## config.mk

```make
export PLATFORM = sky130hd
export DESIGN_NAME = uart_receiver
export DESIGN_NICKNAME = d
export VERILOG_FILES = /design/src/rtl/uart_receiver.sv
export SDC_FILE = /design/constraint.sdc
export NUM_CORES = 1
export LEC_CHECK = 0
export BUFFER_PORTS_ARGS = -buffer_cell sky130_fd_sc_hd__clkbuf_2
export CAP_MARGIN = 0
export CORE_MARGIN = 5
export CORE_UTILIZATION = 30
export CTS_CLUSTER_SIZE = 24
export DETAILED_ROUTE_END_ITERATION = 8
export HOLD_SLACK_MARGIN = 0.02
export PLACE_DENSITY = 0.45
export SLEW_MARGIN = 5
export SYNTH_ARGS = -nofsm -noshare
export SYNTH_HDL_FRONTEND = slang
export SYNTH_SLANG_ARGS = --single-unit
```

## constraint.sdc

```tcl
create_clock -name clk -period 2.8 [get_ports clk]
set_input_delay 0.56 -clock clk [delete_from_list [all_inputs] [get_ports clk]]
set_output_delay 0.56 -clock clk [all_outputs]
set_load 0.01 [all_outputs]
```

## src/rtl/uart_receiver.sv

```systemverilog
// uart_receiver: 8N1 serial-to-parallel receive stage.
// The rx line passes through a two-flop synchroniser; a five-state FSM
// detects the start bit, samples every bit at its mid-point and checks
// the stop bit. A good byte is presented with a one-cycle o_valid pulse,
// a low stop bit with a one-cycle o_framing_error pulse.
module uart_receiver #(
    parameter int BAUD_RATE       = 10000,
    parameter int CLOCK_FREQUENCY = 250000
) (
    input  logic       clk,
    input  logic       i_reset_n,
    input  logic       i_rx,
    output logic [7:0] o_data,
    output logic       o_valid,
    output logic       o_framing_error,
    output logic       o_busy
);

    localparam int CYCLES_PER_SAMPLE = CLOCK_FREQUENCY / BAUD_RATE;
    localparam int HALF_SAMPLE       = CYCLES_PER_SAMPLE / 2;

    // Counter values at which a bit period ends / the start bit is checked.
    localparam logic [15:0] BIT_END  = 16'(CYCLES_PER_SAMPLE - 1);
    localparam logic [15:0] HALF_END = 16'(HALF_SAMPLE - 1);

    typedef enum logic [2:0] {
        IDLE      = 3'd0,
        START     = 3'd1,
        DATA      = 3'd2,
        STOP      = 3'd3,
        WAIT_IDLE = 3'd4
    } state_e;

    state_e      state_q, state_d;
    logic [15:0] counter_q, counter_d;
    logic [2:0]  bit_idx_q, bit_idx_d;
    logic [7:0]  shift_q, shift_d;
    logic [7:0]  data_q, data_d;
    logic        valid_q, valid_d;
    logic        ferr_q, ferr_d;
    logic        busy_q;
    logic        sync1_q, sync2_q;
    logic        rx_s;

    assign rx_s = sync2_q;

    // Two-flop synchroniser on the asynchronous rx line; idles high.
    always_ff @(posedge clk or negedge i_reset_n) begin
        if (!i_reset_n) begin
            sync1_q <= 1'b1;
            sync2_q <= 1'b1;
        end else begin
            sync1_q <= i_rx;
            sync2_q <= sync1_q;
        end
    end

    // State, datapath and registered output flops.
    always_ff @(posedge clk or negedge i_reset_n) begin
        if (!i_reset_n) begin
            state_q   <= IDLE;
            counter_q <= 16'd0;
            bit_idx_q <= 3'd0;
            shift_q   <= 8'h00;
            data_q    <= 8'h00;
            valid_q   <= 1'b0;
            ferr_q    <= 1'b0;
            busy_q    <= 1'b0;
        end else begin
            state_q   <= state_d;
            counter_q <= counter_d;
            bit_idx_q <= bit_idx_d;
            shift_q   <= shift_d;
            data_q    <= data_d;
            valid_q   <= valid_d;
            ferr_q    <= ferr_d;
            busy_q    <= (state_d != IDLE);
        end
    end

    // Next-state logic for the FSM, cycle counter, bit index and shift register.
    always_comb begin
        state_d   = state_q;
        counter_d = counter_q;
        bit_idx_d = bit_idx_q;
        shift_d   = shift_q;
        case (state_q)
            IDLE: begin
                if (!rx_s) begin
                    state_d   = START;
                    counter_d = 16'd0;
                end else begin
                    state_d   = IDLE;
                end
            end
            START: begin
                if (counter_q == HALF_END) begin
                    counter_d = 16'd0;
                    if (!rx_s) begin
                        state_d   = DATA;
                        bit_idx_d = 3'd0;
                    end else begin
                        // Line went back high before mid-bit: glitch, not a start bit.
                        state_d   = IDLE;
                    end
                end else begin
                    counter_d = counter_q + 16'd1;
                end
            end
            DATA: begin
                if (counter_q == BIT_END) begin
                    shift_d[bit_idx_q] = rx_s;
                    counter_d          = 16'd0;
                    if (bit_idx_q == 3'd7) begin
                        state_d   = STOP;
                        bit_idx_d = 3'd0;
                    end else begin
                        bit_idx_d = bit_idx_q + 3'd1;
                    end
                end else begin
                    counter_d = counter_q + 16'd1;
                end
            end
            STOP: begin
                if (counter_q == BIT_END) begin
                    counter_d = 16'd0;
                    if (rx_s) begin
                        state_d = IDLE;
                    end else begin
                        state_d = WAIT_IDLE;
                    end
                end else begin
                    counter_d = counter_q + 16'd1;
                end
            end
            WAIT_IDLE: begin
                // Wait out a held-low line so a break yields a single error.
                if (rx_s) begin
                    state_d = IDLE;
                end else begin
                    state_d = WAIT_IDLE;
                end
            end
            default: begin
                state_d   = IDLE;
                counter_d = 16'd0;
                bit_idx_d = 3'd0;
            end
        endcase
    end

    // Output decode: the stop-bit decision produces either o_valid or o_framing_error.
    always_comb begin
        valid_d = 1'b0;
        ferr_d  = 1'b0;
        data_d  = data_q;
        case (state_q)
            STOP: begin
                if (counter_q == BIT_END) begin
                    if (rx_s) begin
                        valid_d = 1'b1;
                        data_d  = shift_q;
                    end else begin
                        ferr_d  = 1'b1;
                    end
                end else begin
                    valid_d = 1'b0;
                end
            end
            default: begin
                valid_d = 1'b0;
            end
        endcase
    end

    assign o_data          = data_q;
    assign o_valid         = valid_q;
    assign o_framing_error = ferr_q;
    assign o_busy          = busy_q;

endmodule
```

* Word-level counts from Yosys, hierarchy flattened *
Cells that the tools add are included.

storage, ports and cells
  register bits = 43
  input port bits = 3

operators by class
  $add $sub $neg = 2
  $lt $le $gt $ge = 2
  equal/unequal tests = 11
  multiplexer cells = 26
  bitwise logic cells = 2
  reduce and logical (&&, ||, !) cells = 9

operator list
  cell                     number
  $pmux W16 S4             1
  $mux W16                 3
  $mux W3                  9
  $add A16 B1 Y16 const B  1
  $eq A16 B4 Y1 const B    1
  $eq A16 B5 Y1 const B    1
  $pmux W3 S5              1
  $pmux W3 S3              1
  $bwmux W8                1
  $mux W1                  8
  $ne A2 B2 Y1 const B     4
  $eq A3 B2 Y1 const B     2
  $eq A3 B3 Y1 const B     2
  $lt A3 B4 Y1 const B     1
  $reduce_and A2 Y1        2
  $reduce_and A4 Y1        1
  $add A3 B1 Y3 const B    1
  $demux W1 S3             1
  $eq A3 B1 Y1 const B     1
  $ge A3 B1 Y1 const B     1
  $logic_not A3 Y1         1
  $reduce_and A3 Y1        1
  $reduce_bool A3 Y1       1
  $reduce_or A3 Y1         1
  other kinds (4)          5

* Longest topological paths before layout *
  depth in word-level cells = 5
  depth in mapped cells = 8
  depth with buffers taken out = 7

* Worst setup path before layout *
Ideal clock, no wire load.

  path type = register to register
  start = reg counter_q[2]
  end = reg shift_q[3]
  arrival time = 2.028 ns
  data required time = 2.672 ns
  slack = 0.644 ns
  stages on the path, launching flop included = 6
  period minus slack after synthesis = 2.156 ns
  cells stage by stage = dfrtp_1 or4_4 nor4_4 nand4_1 nor3b_1 mux2_1

between the ends
  cells in the longest elaborated chain, start to end = 2

ends and longest elaborated chain
  element                             RTL line  source
  start: declaration                  35        logic [15:0] counter_q, counter_d;
  start signal: assignment            71        counter_q <= counter_d;
  $eq A16 B5 Y1                       111       if (counter_q == BIT_END) begin
  $reduce_and A2 Y1 (no source line)  n/a
  end signal: assignment              73        shift_q <= shift_d;
  end: declaration                    37        logic [7:0] shift_q, shift_d;

No other way between the ends.
A chain may end at the register's enable or synchronous reset.

* Worst setup path in the final report *
  start = reg counter_q[11]
  end = reg shift_q[3]

The elaborated chain is that of the path after synthesis.

==> reports/qor.csv <==
stage,metric,value,unit
setup_path,Crit Path Class,flip-flop to flip-flop,
setup_path,slowest cell on the critical path,or4_4,
synthesis,Yosys cell types,52,
pwr,PwrDens,589,mW/mm2
clock_tree,"Hold-fix buffers, CTS",0,
timing,crit path time final,2.33,ns
synthesis,cell accounting for the most synthesized area,dfrtp_1,
finish,number of diodes,0,
synthesis,Post-Syn Area,0.00218,mm2
finish,"commonest non-fill, non-tap cell in the layout",dfrtp_1,
synthesis,sequential area share after synthesis,49.6,%
routing,total number of vias,1593,
clock_tree,clk_lat worst skew,0.29,ns
clock_tree,post-CTS resize count,0,
synthesis,Post-synth ARST share,100,%
timing,FMAX,0.430,GHz
clock_tree,CTS Buffer Depth,2,
synthesis,syn avg cell area,10.1,um2
global_route,pin count of the biggest net entering global routing,30,
setup_path,Critical R2R Launch,counter_q[11]$_DFFE_PN0P_,
finish,share of cells above drive strength 1,21.5,%
placement,Detail Placement HPWL,3250,um
setup_path,crit end category,flip-flop,
timing,max_slew headroom,59.5,%
placement,Final GP Congestion,0.792,
timing,worst slew pin tran,0.603,ns
outcome,status,finished clean,
floorplanning,Die W,95.2,um
hold_path,worst min path class,primary input to async pin,
setup_path,largest stage delay on the critical path,0.58,ns
floorplanning,Initial Util,30.3,%
floorplanning,core area,0.00718,mm2
floorplanning,number of I/O pins,14,
synthesis,YS warnings,0,
synthesis,"Net Count, Synth",223,
global_route,initial antenna violation count,0,
timing,Final Hold Viols,0,
setup_path,"CP delay by family, top",simple AND/OR/NAND/NOR gates,
timing,Final setup viols,0,
setup_path,worst-path maximum fanout,5,
pwr,power after layout,0.00146,W
timing,TNS Setup,0,ns
clock_tree,CTS tree,built,
timing,Slew Limit Fails,0,
synthesis,Post-Synthesis Cells,216,
timing,Final Cycle Share,83.0,%
finish,"commonest non-fill, non-tap cells in the layout","41 x dfrtp_1, 36 x nand2_1, 21 x nor2_1",
routing,drt drc,0,
placement,I/O Buffers,13,
pwr,LEAKAGE,1.13,nW
routing,via/cell ratio,4.80,
setup_path,cells along the critical path,or4_4 -> nor4_4 -> nand4_1 -> nor3b_1 -> mux2_1,
timing,RSZ-0062 raised after global routing,no,
global_route,first-pass GRT wire length,8110,um
synthesis,synthesized flop and latch total,43,
setup_path,WP data arrival,2.51,ns
setup_path,CP startpoint kind,flip-flop,
setup_path,Setup crit start,counter_q[11]$_DFFE_PN0P_,
routing,WL per Instance,13.5,um
clock_tree,clock tree root driver cell,clkbuf_8,
global_route,GRT overflow,0,
timing,Worst Skew,0.00698,ns
finish,FF/Latch Area,0.00108,mm2
routing,Starting DRT DRC Count,57,
setup_path,CP required,2.98,ns
clock_tree,number of clock sinks,43,
clock_tree,Num CTS Buffers,5,
synthesis,Post-synth EDFFs,0,
finish,fin util,34.5,%
setup_path,Worst Path Buf+Inv,0,
synthesis,top area cells in the synthesized netlist,"dfrtp_1 47%, nand2_1 6.2%, nor2_1 3.6%, dfstp_2 2.4%, ha_1 2.3%",
job,Max Cap Viol,0,
floorplanning,Rows,31,
routing,Total Wirelength,4480,um
clock_tree,"CTS clk-pin slew, worst paths",0.09,ns
finish,area occupied by multi-input gates,0.00104,mm2
floorplanning,Die Y,95.2,um
finish,Fill cells,743,
global_route,vias in the first global route,1664,
clock_tree,setup bufs post-CTS,0,
pwr,Worst IR Drop VDD,0.000259,V
finish,Layout Nets,239,
global_route,overall routing resource usage,11.3,%
routing,ANT nets after route,0,
clock_tree,CTS H-Tree Depth,2,
floorplanning,DIE AREA,0.00906,mm2
synthesis,ys flop type,dfrtp_1,
synthesis,top-area cell type share of the netlist area,47.2,%
finish,area added between synthesis and finish,13.7,%
routing,DRT Pass-1 Iters,4,
## flip-flops by register name, indices dropped and copies added, names as in the netlist
name	flops
shift_q	8
rx_s	1
sync1_q	1
state_q	3
counter_q	16
o_busy	1
o_data	8
o_framing_error	1
o_valid	1
bit_idx_q	3
## where the power goes
| part | total, W | internal (W) | switching [W] |
|---|---|---|---|
| clock network | 0.000489 | 0.000266 | 0.000223 |
| registers | 0.000718 | 0.000657 | 0.0000605 |
| logic | 0.000249 | 0.000104 | 0.000145 |
| total | 0.00146 | 0.00103 | 0.000428 |
## logic make-up (layout without fill, tap and decap cells)
family	count (synthesis)	in the layout	synth area share, %
flops	43	43	49.6
compound gates	28	28	9.26
xor+xnor	9	9	3.62
simple gates	110	110	27.8
mux	8	8	4.66
fa+ha+maj	4	4	2.30
buf+inv	14	31	2.76
## per-stage QoR
step	worst slack (ns)	instance area (um2)	hold slack, ns	cells
2_1_floorplan	0.644	2180	0.264	216
3_3_place_gp	0.472	2360	0.358	324
3_5_place_dp	0.470	2360	0.358	324
4_1_cts	0.458	2470	0.192	332
5_1_grt	0.233	2470	0.192	332
6_report	0.475	2470	0.179	332
## worst reg2reg max path: stages, from the launching register on
cell	delay, ns
dfrtp_1	0.45
or4_4	0.58
nor4_4	0.35
nand4_1	0.22
nor3b_1	0.27
mux2_1	0.34
## area by class of cell
cell class | count | share of cell area [%]
tap | 99 | 5.01
timing repair buffer | 18 | 4.15
inverter | 5 | 0.759
multi-input combinational | 159 | 41.9
clock inverter | 3 | 1.77
clock buffer | 5 | 2.78
sequential | 43 | 43.6
## Yosys cell counts (all sizes together) (4+ instances only)
master / number
o21ai: 10
a21oi: 4
nor3: 5
nor2: 22
and3: 4
mux2: 8
ha: 4
inv: 5
nand4: 6
clkbuf: 5
dfrtp: 41
nand3: 9
nand2: 36
xnor2: 4
nand2b: 4
xor2: 5
buf: 4
## final timing paths
| check | to | slack [ns] | depth (start not counted) |
|---|---|---|---|
| worst max-delay path | shift_q[3]$_DFFE_PN0P_ | 0.47 | 5 |
| worst min-delay path | state_q[0]$_DFF_PN0_ | 0.18 | 1 |
| worst max register to register | shift_q[3]$_DFFE_PN0P_ | 0.47 | 5 |
| worst min register to register | rx_s$_DFF_PN1_ | 0.37 | 0 |
| max in group asynchronous | sync1_q$_DFF_PN1_ | 1.88 | 2 |
| min in group clk | sync1_q$_DFF_PN1_ | 0.35 | 1 |
## per-layer routing
layer / global-route usage, % / wire length (um)
met3: 2.68 / 162
met4: 4.21 / 86
met5: 0 / 0
met1: 15.4 / 2190
met2: 17.4 / 2040
No activity file was read; power rests on OpenSTA's default activity.
